==> src/rtl/flit_credit_rx_buffer.sv <==
// Receive-side credit-based flit buffer with FWFT output stream.
// Returns one credit per dequeued flit and flags protocol violations.
module flit_credit_rx_buffer #(
  parameter int DATA_WIDTH  = 128,
  parameter int TDEST_WIDTH = 3,
  parameter int DEPTH       = 4
) (
  input  logic                       clk_noc,
  input  logic                       rst_n,
  input  logic [DATA_WIDTH-1:0]      data_in,
  input  logic [TDEST_WIDTH-1:0]     dest_in,
  input  logic                       is_tail_in,
  input  logic                       send_in,
  output logic                       credit_out,
  output logic                       flit_valid_out,
  input  logic                       flit_ready_in,
  output logic [DATA_WIDTH-1:0]      flit_data_out,
  output logic [TDEST_WIDTH-1:0]     flit_dest_out,
  output logic                       flit_is_tail_out,
  output logic [$clog2(DEPTH):0]     occupancy,
  output logic                       overflow_err,
  output logic                       dest_err
);

  localparam int PW = $clog2(DEPTH);
  localparam int CW = PW + 1;

  logic [DATA_WIDTH-1:0]  data_mem [DEPTH];
  logic [TDEST_WIDTH-1:0] dest_mem [DEPTH];
  logic                   tail_mem [DEPTH];

  logic [PW-1:0]          wr_ptr_q, wr_ptr_d;
  logic [PW-1:0]          rd_ptr_q, rd_ptr_d;
  logic [CW-1:0]          count_q, count_d;
  logic                   credit_q;
  logic                   ovf_q, ovf_d;
  logic                   derr_q, derr_d;
  logic                   in_pkt_q, in_pkt_d;
  logic [TDEST_WIDTH-1:0] pkt_dest_q, pkt_dest_d;

  logic full;
  logic deq;
  logic wr;

  assign full = (count_q == CW'(DEPTH));
  assign flit_valid_out = (count_q != '0);
  assign deq = flit_valid_out & flit_ready_in;
  // A full buffer still accepts when a slot frees at the same edge
  assign wr = send_in & (~full | deq);

  // Head entry drives outputs; gated to zero when empty
  always_comb begin
    flit_data_out    = '0;
    flit_dest_out    = '0;
    flit_is_tail_out = 1'b0;
    if (flit_valid_out) begin
      flit_data_out    = data_mem[rd_ptr_q];
      flit_dest_out    = dest_mem[rd_ptr_q];
      flit_is_tail_out = tail_mem[rd_ptr_q];
    end
  end

  // Next-state for pointers, fill count, packet tracking and flags
  always_comb begin
    wr_ptr_d   = wr_ptr_q;
    rd_ptr_d   = rd_ptr_q;
    count_d    = count_q;
    ovf_d      = ovf_q;
    derr_d     = derr_q;
    in_pkt_d   = in_pkt_q;
    pkt_dest_d = pkt_dest_q;
    if (wr) begin
      wr_ptr_d = wr_ptr_q + PW'(1);
      in_pkt_d = ~is_tail_in;
      if (!in_pkt_q) begin
        pkt_dest_d = dest_in;
      end else if (dest_in != pkt_dest_q) begin
        derr_d = 1'b1;
      end
    end
    if (deq) begin
      rd_ptr_d = rd_ptr_q + PW'(1);
    end
    if (send_in && !wr) begin
      ovf_d = 1'b1;
    end
    unique case (1'b1)
      (wr && !deq): count_d = count_q + CW'(1);
      (!wr && deq): count_d = count_q - CW'(1);
      default:      count_d = count_q;
    endcase
  end

  // Control state registers
  always_ff @(posedge clk_noc or negedge rst_n) begin
    if (!rst_n) begin
      wr_ptr_q   <= '0;
      rd_ptr_q   <= '0;
      count_q    <= '0;
      credit_q   <= 1'b0;
      ovf_q      <= 1'b0;
      derr_q     <= 1'b0;
      in_pkt_q   <= 1'b0;
      pkt_dest_q <= '0;
    end else begin
      wr_ptr_q   <= wr_ptr_d;
      rd_ptr_q   <= rd_ptr_d;
      count_q    <= count_d;
      credit_q   <= deq;
      ovf_q      <= ovf_d;
      derr_q     <= derr_d;
      in_pkt_q   <= in_pkt_d;
      pkt_dest_q <= pkt_dest_d;
    end
  end

  // Flit storage; contents need no reset since outputs are gated
  always_ff @(posedge clk_noc) begin
    if (wr) begin
      data_mem[wr_ptr_q] <= data_in;
      dest_mem[wr_ptr_q] <= dest_in;
      tail_mem[wr_ptr_q] <= is_tail_in;
    end
  end

  assign credit_out   = credit_q;
  assign occupancy    = count_q;
  assign overflow_err = ovf_q;
  assign dest_err     = derr_q;

endmodule

==> config.mk <==
export PLATFORM = sky130hd
export DESIGN_NAME = flit_credit_rx_buffer
export DESIGN_NICKNAME = d
export VERILOG_FILES = /design/src/rtl/flit_credit_rx_buffer.sv
export SDC_FILE = /design/constraint.sdc
export NUM_CORES = 1
export LEC_CHECK = 0
export CAP_MARGIN = 20
export CORE_ASPECT_RATIO = 0.9
export CORE_UTILIZATION = 60
export CTS_BUF_LIST = sky130_fd_sc_hd__clkbuf_2
export CTS_CLUSTER_SIZE = 30
export DETAILED_ROUTE_END_ITERATION = 10
export MAX_ROUTING_LAYER = met4
export PLACE_DENSITY_LB_ADDON = 0.2
export SYNTH_ARGS = -nofsm -noshare
export SYNTH_HDL_FRONTEND = slang
export SYNTH_SLANG_ARGS = --single-unit
==> constraint.sdc <==
create_clock -name clk_noc -period 13.7 [get_ports clk_noc]
set_input_delay 2.74 -clock clk_noc [delete_from_list [all_inputs] [get_ports clk_noc]]
set_output_delay 2.74 -clock clk_noc [all_outputs]
set_load 0.03 [all_outputs]
==> metrics.md, run 1 <==
| Metric | Value |
|---|---|
| Status | `finished clean` |
| HP Class | `flip-flop to flip-flop` |
| Root Buffer | `clkbuf_2` |
| Top-area cell type share of the netlist area | `0.7694` |
| Die height | `between 150 and 200 µm` |
| Leak | `about 8.3 nW` |
| Cell area after synthesis | `0.02061 mm²` |
| Core area | `between 0.03 and 0.04 mm²` |
| # H-tree levels | `4` |
| Design Power | `roughly 5.8 mW` |
| Asr flop ratio synth | `0.02583` |
| MaxCap Viol Count | `0` |
| Clock Skews | `between 0.08 and 0.09 ns` |
| Final slew viol count | `0` |
| Syn. warnings | `0` |
| Synth Net Count | `about 1000` |
| DR iter-0 viols | `between 500 and 600` |
| Nets@finish | `between 1000 and 1500` |
| Site row count | `64` |
| Clock tree buffer depth | `3` |
| Routed WL | `38580 µm` |
| Post-synthesis sequential area ratio | `0.7864` |
| Busiest grt layer | `met2` |
| # clock sinks | `~540` |
| 1st-pass router iterations | `5` |
| Worst Path Arrival | `4.38 ns` |
| Overall global routing resource usage | `0.2310` |
| Drt wl/cell | `21.27 µm` |
| Skew-Pair Late Insertion Delay | `~0.99 ns` |
| Largest area contributor in the netlist | `edfxtp_1` |
| Post-cts resize count | `0` |
| Sequential standard cell area | `approximately 0.016 mm²` |
| Share of layout cells above drive strength 1 | `0.2589` |
| First-pass GRT wire length | `approximately 57000 µm` |
| Fin crit share | `0.5198` |
| Die Span X | `~200 µm` |
| Worst endpoint required time | `between 10 and 15 ns` |
| P&R area growth vs syn | `20.72%` |
| M2 GR Usage | `0.3499` |
| Worst-path maximum fanout | `48` |
| RD Place Congestion | `between 0.7 and 0.8` |
| Number of global-route vias before repair | `10460` |
| Vias/cell | `around 5.5` |
| Max frequency | `roughly 140 MHz` |
| CTS tree | `yes` |
| RSZ-0062 raised after global routing | `false` |
| IO Count | `~280` |
| Hold-fix buffers, CTS | `0` |
| Worst setup EP type | `primary output` |
| VDD IR max | `~190 µV` |
| Setup TNS | `0 ns` |
| Final Hold Fails | `0` |
| DRT antenna net count | `0` |
| Largest net degree at the start of global routing | `roughly 110` |
| Total congestion overflow | `0` |
| Pwr Density | `between 200 and 250 mW/mm²` |
| Initial antenna violation count | `4` |
| Grt met3 use | `0.07127` |
| DP Wirelength | `21880 µm` |
| Post-Syn Instances | `slightly below 900` |
| Final min period | `approximately 7 ns` |
| Synth area leaders | `edfxtp_1 77%, mux4_2 14%, and2_1 4.2%` |
| Layout fillers | `around 2000` |
| Die area | `roughly 0.035 mm²` |
| Startpoint Class | `flip-flop` |
| Num CTS Buffers | `~130` |
| EDFF count, synth | `roughly 530` |
| I/O Buffers | `around 270` |
| Setup bufs post-CTS | `0` |
| Synthesized flop and latch total | `approximately 540` |
| Via count | `~10000` |
| # setup viols final | `0` |
| Slew margin rel. | `0.2775` |
| Crit path kind | `flip-flop to primary output` |
| Top_reg_cell synth | `edfxtp_1` |
| Initial Util | `0.6084` |
| Post-Syn Area per Cell | `~23 µm²` |
| Most frequent cells in the layout | `528 x edfxtp_1, 274 x clkdlybuf4s50_1, 184 x clkbuf_2` |
| Multi-input logic area | `0.004136 mm²` |
| CTS clk-pin slew, worst paths | `0.10 ns` |
| DRC violation count after routing | `0` |
| Post-synth cell types | `23` |
| Met1 usage | `0.3018` |
| Commonest non-fill, non-tap cell in the layout | `edfxtp_1` |
| Slew of the pin with the lowest slew margin | `~1.1 ns` |
[where the power goes]
part	internal (mW)	switching (mW)	total (mW)	leakage, nW
clock	0.395	0.581	0.976	0.860
sequential	2.18	0.151	2.33	5.00
combinational	1.13	1.35	2.48	2.45
total	3.71	2.08	5.78	8.31
[worst max-delay path, cell delays in order, from the launching register on]
cell and delay (ns):
dfrtp_4 1.05, buf_4 0.88, mux4_2 0.60, and2_1 0.16
clkdlybuf4s50_1 0.63
[final timing paths]
kind,from,end,slack [ns],cells past startpoint
worst max-delay path,rd_ptr_q[0],flit_data_out[28],6.58,4
worst min-delay path,overflow_err,overflow_err,0.49,1
worst max register to register,occupancy[2],data_mem[0][46],10.10,4
worst min register to register,overflow_err,overflow_err,0.49,1
max in group asynchronous,rst_n,rd_ptr_q[1],11.05,1
min in group asynchronous,rst_n,pkt_dest_q[0],2.14,1
[per-layer routing]
metal	up-vias	wire (µm)
li1	4483	-
met1	5084	15920
met2	368	19220
met3	47	2963
met4	0	471
met5	-	0
[synthesized netlist by cell type (3+ instances only)]
library cell and n:
buf_6 8, buf_2 18, dfrtp_1 14, xor2_1 3, xnor2_1 6, clkbuf_1 20
mux4_2 132, and2_1 137, mux2_2 3, ha_1 5, edfxtp_1 528, inv_1 7
[flip-flops by register name (all words and copies together) (netlist names), 2 cells and up]
name,flops
pkt_dest_q,3
rd_ptr_q,2
occupancy,3
data_mem,512
dest_mem,12
wr_ptr_q,2
tail_mem,4
[metrics by stage]
step	hold WS [ns]	std cells	util	cell area, µm²	setup slack, ns
final	0.4852	1814	0.7345	24880	6.579
after global routing	0.4968	1814	0.7345	24880	6.173
after CTS	0.4848	1810	0.7342	24870	6.311
after detailed placement	0.4548	1594	0.7018	23770	7.388
after global placement	0.4448	1594	0.7018	23770	7.417
after floorplan	0.5024	894	-	20610	6.939
[cell families (layout without fill, tap and decap cells)]
| family | count (synthesis) | in the layout | share of synthesized area |
|---|---|---|---|
| buffers and inverters | 53 | 507 | 0.01366 |
| DFF | 542 | 542 | 0.7864 |
| adders and majority gates | 6 | 6 | 0.004007 |
| AOI/OAI and AO/OA | 2 | 2 | 0.0007895 |
| muxes | 138 | 138 | 0.1474 |
| xor gates and xnor gates | 9 | 9 | 0.003825 |
| and+or+nand+nor | 144 | 144 | 0.04396 |
| other | 0 | 4 | 0 |
[area by class of cell]
class,count,share of cell area
Antenna cell,4,0.0004023
Clock buffer,184,0.03701
Clock inverter,32,0.007091
Inverter,7,0.001056
Multi-Input combinational cell,299,0.1663
Sequential cell,542,0.6517
Tap cell,462,0.02323
Timing Repair Buffer,284,0.1133
Note: power is estimated with default switching activity, not from simulation.
==> run 2: changes to the inputs <==
--- a/config.mk
+++ b/config.mk
@@ -7,7 +7,7 @@
 export LEC_CHECK = 0
 export CAP_MARGIN = 20
 export CORE_ASPECT_RATIO = 0.9
-export CORE_UTILIZATION = 60
+export CORE_UTILIZATION = 51
 export CTS_BUF_LIST = sky130_fd_sc_hd__clkbuf_2
 export CTS_CLUSTER_SIZE = 30
 export DETAILED_ROUTE_END_ITERATION = 10
==> constraint.sdc (replaced) <==
create_clock -name clk_noc -period 5.97 [get_ports clk_noc]
set_input_delay 1.194 -clock clk_noc [delete_from_list [all_inputs] [get_ports clk_noc]]
set_output_delay 1.194 -clock clk_noc [all_outputs]
set_load 0.03 [all_outputs]
==> run 2 against run 1 <==
  * Clock skew rose by 0.017 ns
  * Clock power up 140%
  * Utilization fell by 9.9 points
  * Sequential cell count unchanged
  * Hold slack got worse by 0.0074 ns
  * Combinational power grew 140%
  * Setup slack got worse by 5.5 ns
  * First-iteration DRC count grew 7.9%
  * Sequential share of layout area down 0.77 points
  * Die area up 17%
  * Via count grew 0.17%
  * Register-to-register slack got worse by 7.0 ns
  * Highest routed layer unchanged
==> metrics.md, run 2 (synthesis results as in run 1) <==
| Metric | Value |
|---|---|
| Status | `finished clean` |
| Root Buffer | `clkbuf_2` |
| Initial Util | `0.5201 (-0.08835)` |
| P&R area growth vs syn | `22.17%` |
| Die area | `0.04122 mm² (+17%)` |
| HP Class | `flip-flop to flip-flop` |
| Commonest non-fill, non-tap cell in the layout | `edfxtp_1` |
| Final min period | `slightly below 5 ns` |
| Setup WS pre-CTS | `1.906 ns (-5.481 ns)` |
| Worst Path Arrival | `3.70 ns (-0.68 ns)` |
| Core area | `0.03963 mm² (+17%)` |
| # H-tree levels | `4 (unchanged)` |
| Startpoint Class | `flip-flop` |
| Fin crit share | `0.8200` |
| First-pass GRT wire length | `61410 µm (+7.0%)` |
| Max reg flops | `512 (unchanged)` |
| Skew-Pair Late Insertion Delay | `1.04 ns (+0.05 ns)` |
| Slew of the pin with the lowest slew margin | `0.9988 ns (-0.08488 ns)` |
| Initial antenna violation count | `9 (+5)` |
| Number of global-route vias before repair | `10510 (+0.55%)` |
| Most frequent cells in the layout | `528 x edfxtp_1, 274 x clkdlybuf4s50_1, 179 x clkbuf_2` |
| MaxCap Viol Count | `0 (unchanged)` |
| RD Place Congestion | `0.7322 (+0.49%)` |
| Total congestion overflow | `0 (unchanged)` |
| CTS tree | `yes` |
| Overall global routing resource usage | `0.2123 (-0.01868)` |
| Setup TNS | `0 ns (unchanged)` |
| Area after DPL | `0.02400 mm² (+0.96%)` |
| Leak | `8.374 nW (+0.81%)` |
| Die Span X | `213.9 µm (+8.4%)` |
| Worst-path maximum fanout | `49 (+2.1%)` |
| Post-cts resize count | `0 (unchanged)` |
| Design Power | `13.55 mW (+130%)` |
| Clock Skews | `0.1002 ns (+0.01659 ns)` |
| Clock tree buffer depth | `3 (unchanged)` |
| Worst endpoint required time | `4.78 ns (-6.18 ns)` |
| Die height | `192.7 µm (+8.4%)` |
| Largest register by flop count | `data_mem` |
| Finished Cell Area | `0.02518 mm² (+1.2%)` |
| Site row count | `69 (+7.8%)` |
| Via count | `9999 (+0.17%)` |
| Routed WL | `41470 µm (+7.5%)` |
| Final Worst Setup Slack | `1.074 ns (-5.504 ns)` |
| RSZ-0062 raised after global routing | `false` |
| Worst setup EP type | `primary output` |
| Pwr Density | `538.3 mW/mm² (+130%)` |
| Max frequency | `roughly 200 MHz` |
| DR iter-0 viols | `628 (+7.9%)` |
| 1st-pass router iterations | `4 (-1)` |
| IO Count | `275 (unchanged)` |
| Num CTS Buffers | `133 (+0.76%)` |
| # clock sinks | `542 (unchanged)` |
| Vias/cell | `5.293 (-3.8%)` |
| Slew margin rel. | `0.3341 (+0.05658)` |
| DRC violation count after routing | `0 (unchanged)` |
| Share of layout cells above drive strength 1 | `0.2635 (+0.004647)` |
| Final Hold Fails | `0 (unchanged)` |
| Largest net degree at the start of global routing | `89 (-15%)` |
| # setup viols final | `0 (unchanged)` |
| Final slew viol count | `0 (unchanged)` |
| Nets@finish | `1416 (+0.57%)` |
| DP Wirelength | `24290 µm (+11%)` |
| Crit path kind | `flip-flop to primary output` |
| I/O Buffers | `274 (unchanged)` |
| CTS clk-pin slew, worst paths | `0.09 ns (about the same)` |
| Top Registers | `data_mem (512), dest_mem (12), tail_mem (4)` |
| Drt wl/cell | `21.95 µm (+3.2%)` |
| Setup bufs post-CTS | `0 (unchanged)` |
| VDD IR max | `369.7 µV (+99%)` |
| DRT antenna net count | `0 (unchanged)` |
| Hold-fix buffers, CTS | `0 (unchanged)` |
## run 2: through the flow
stage	std cells	util	hold slack [ns]
6_report	1889	0.6353	0.4777
5_1_grt	1888	0.6353	0.4425
4_1_cts	1879	0.6347	0.4260
3_5_place_dp	1671	0.6056	0.4591
3_3_place_gp	1671	0.6056	0.4548
2_1_floorplan	894	-	0.5024
## run 2: cell type report
class                   count  area [µm²]
diodes                     10       25.02
clock buffers             179       895.9
clock inverters            29       256.5
fillers                  2759       14450
inverters                   7       26.28
multi-input cells         299        4136
flip-flops and latches    542       16210
well taps                 532       665.6
repair buffers            291        2958
## run 2: report_power, final
| group | internal, mW | switching, mW | total (mW) |
|---|---|---|---|
| clock network | 1.02 | 1.35 | 2.37 |
| registers | 5.00 | 0.310 | 5.31 |
| logic | 2.65 | 3.23 | 5.88 |
## run 2: worst max-delay path, stage by stage, from the launching register on
cell	delay [ns]
dfrtp_4	0.89
buf_12	0.44
mux4_2	0.57
and2_1	0.19
clkdlybuf4s50_1	0.59
## run 2: layer usage
layer / share of wire / track usage / vias to the layer above
li1: - / - / 4487
met1: 0.41 / 0.2694 / 5145
met2: 0.50 / 0.3248 / 322
met3: 0.073 / 0.06672 / 45
met4: 0.016 / 0.07610 / 0
met5: 0 / - / -
## run 2: final timing paths
kind	start	end	slack, ns	cells after the start
hold reg to reg	dest_err	dest_err	0.48	1
min in group asynchronous	rst_n	pkt_dest_q[0]	0.55	1
hold / removal	dest_err	dest_err	0.48	1
setup reg to reg	occupancy[2]	data_mem[0][16]	3.14	4
setup / recovery	rd_ptr_q[0]	flit_data_out[72]	1.07	4
max in group asynchronous	rst_n	rd_ptr_q[0]	4.84	1
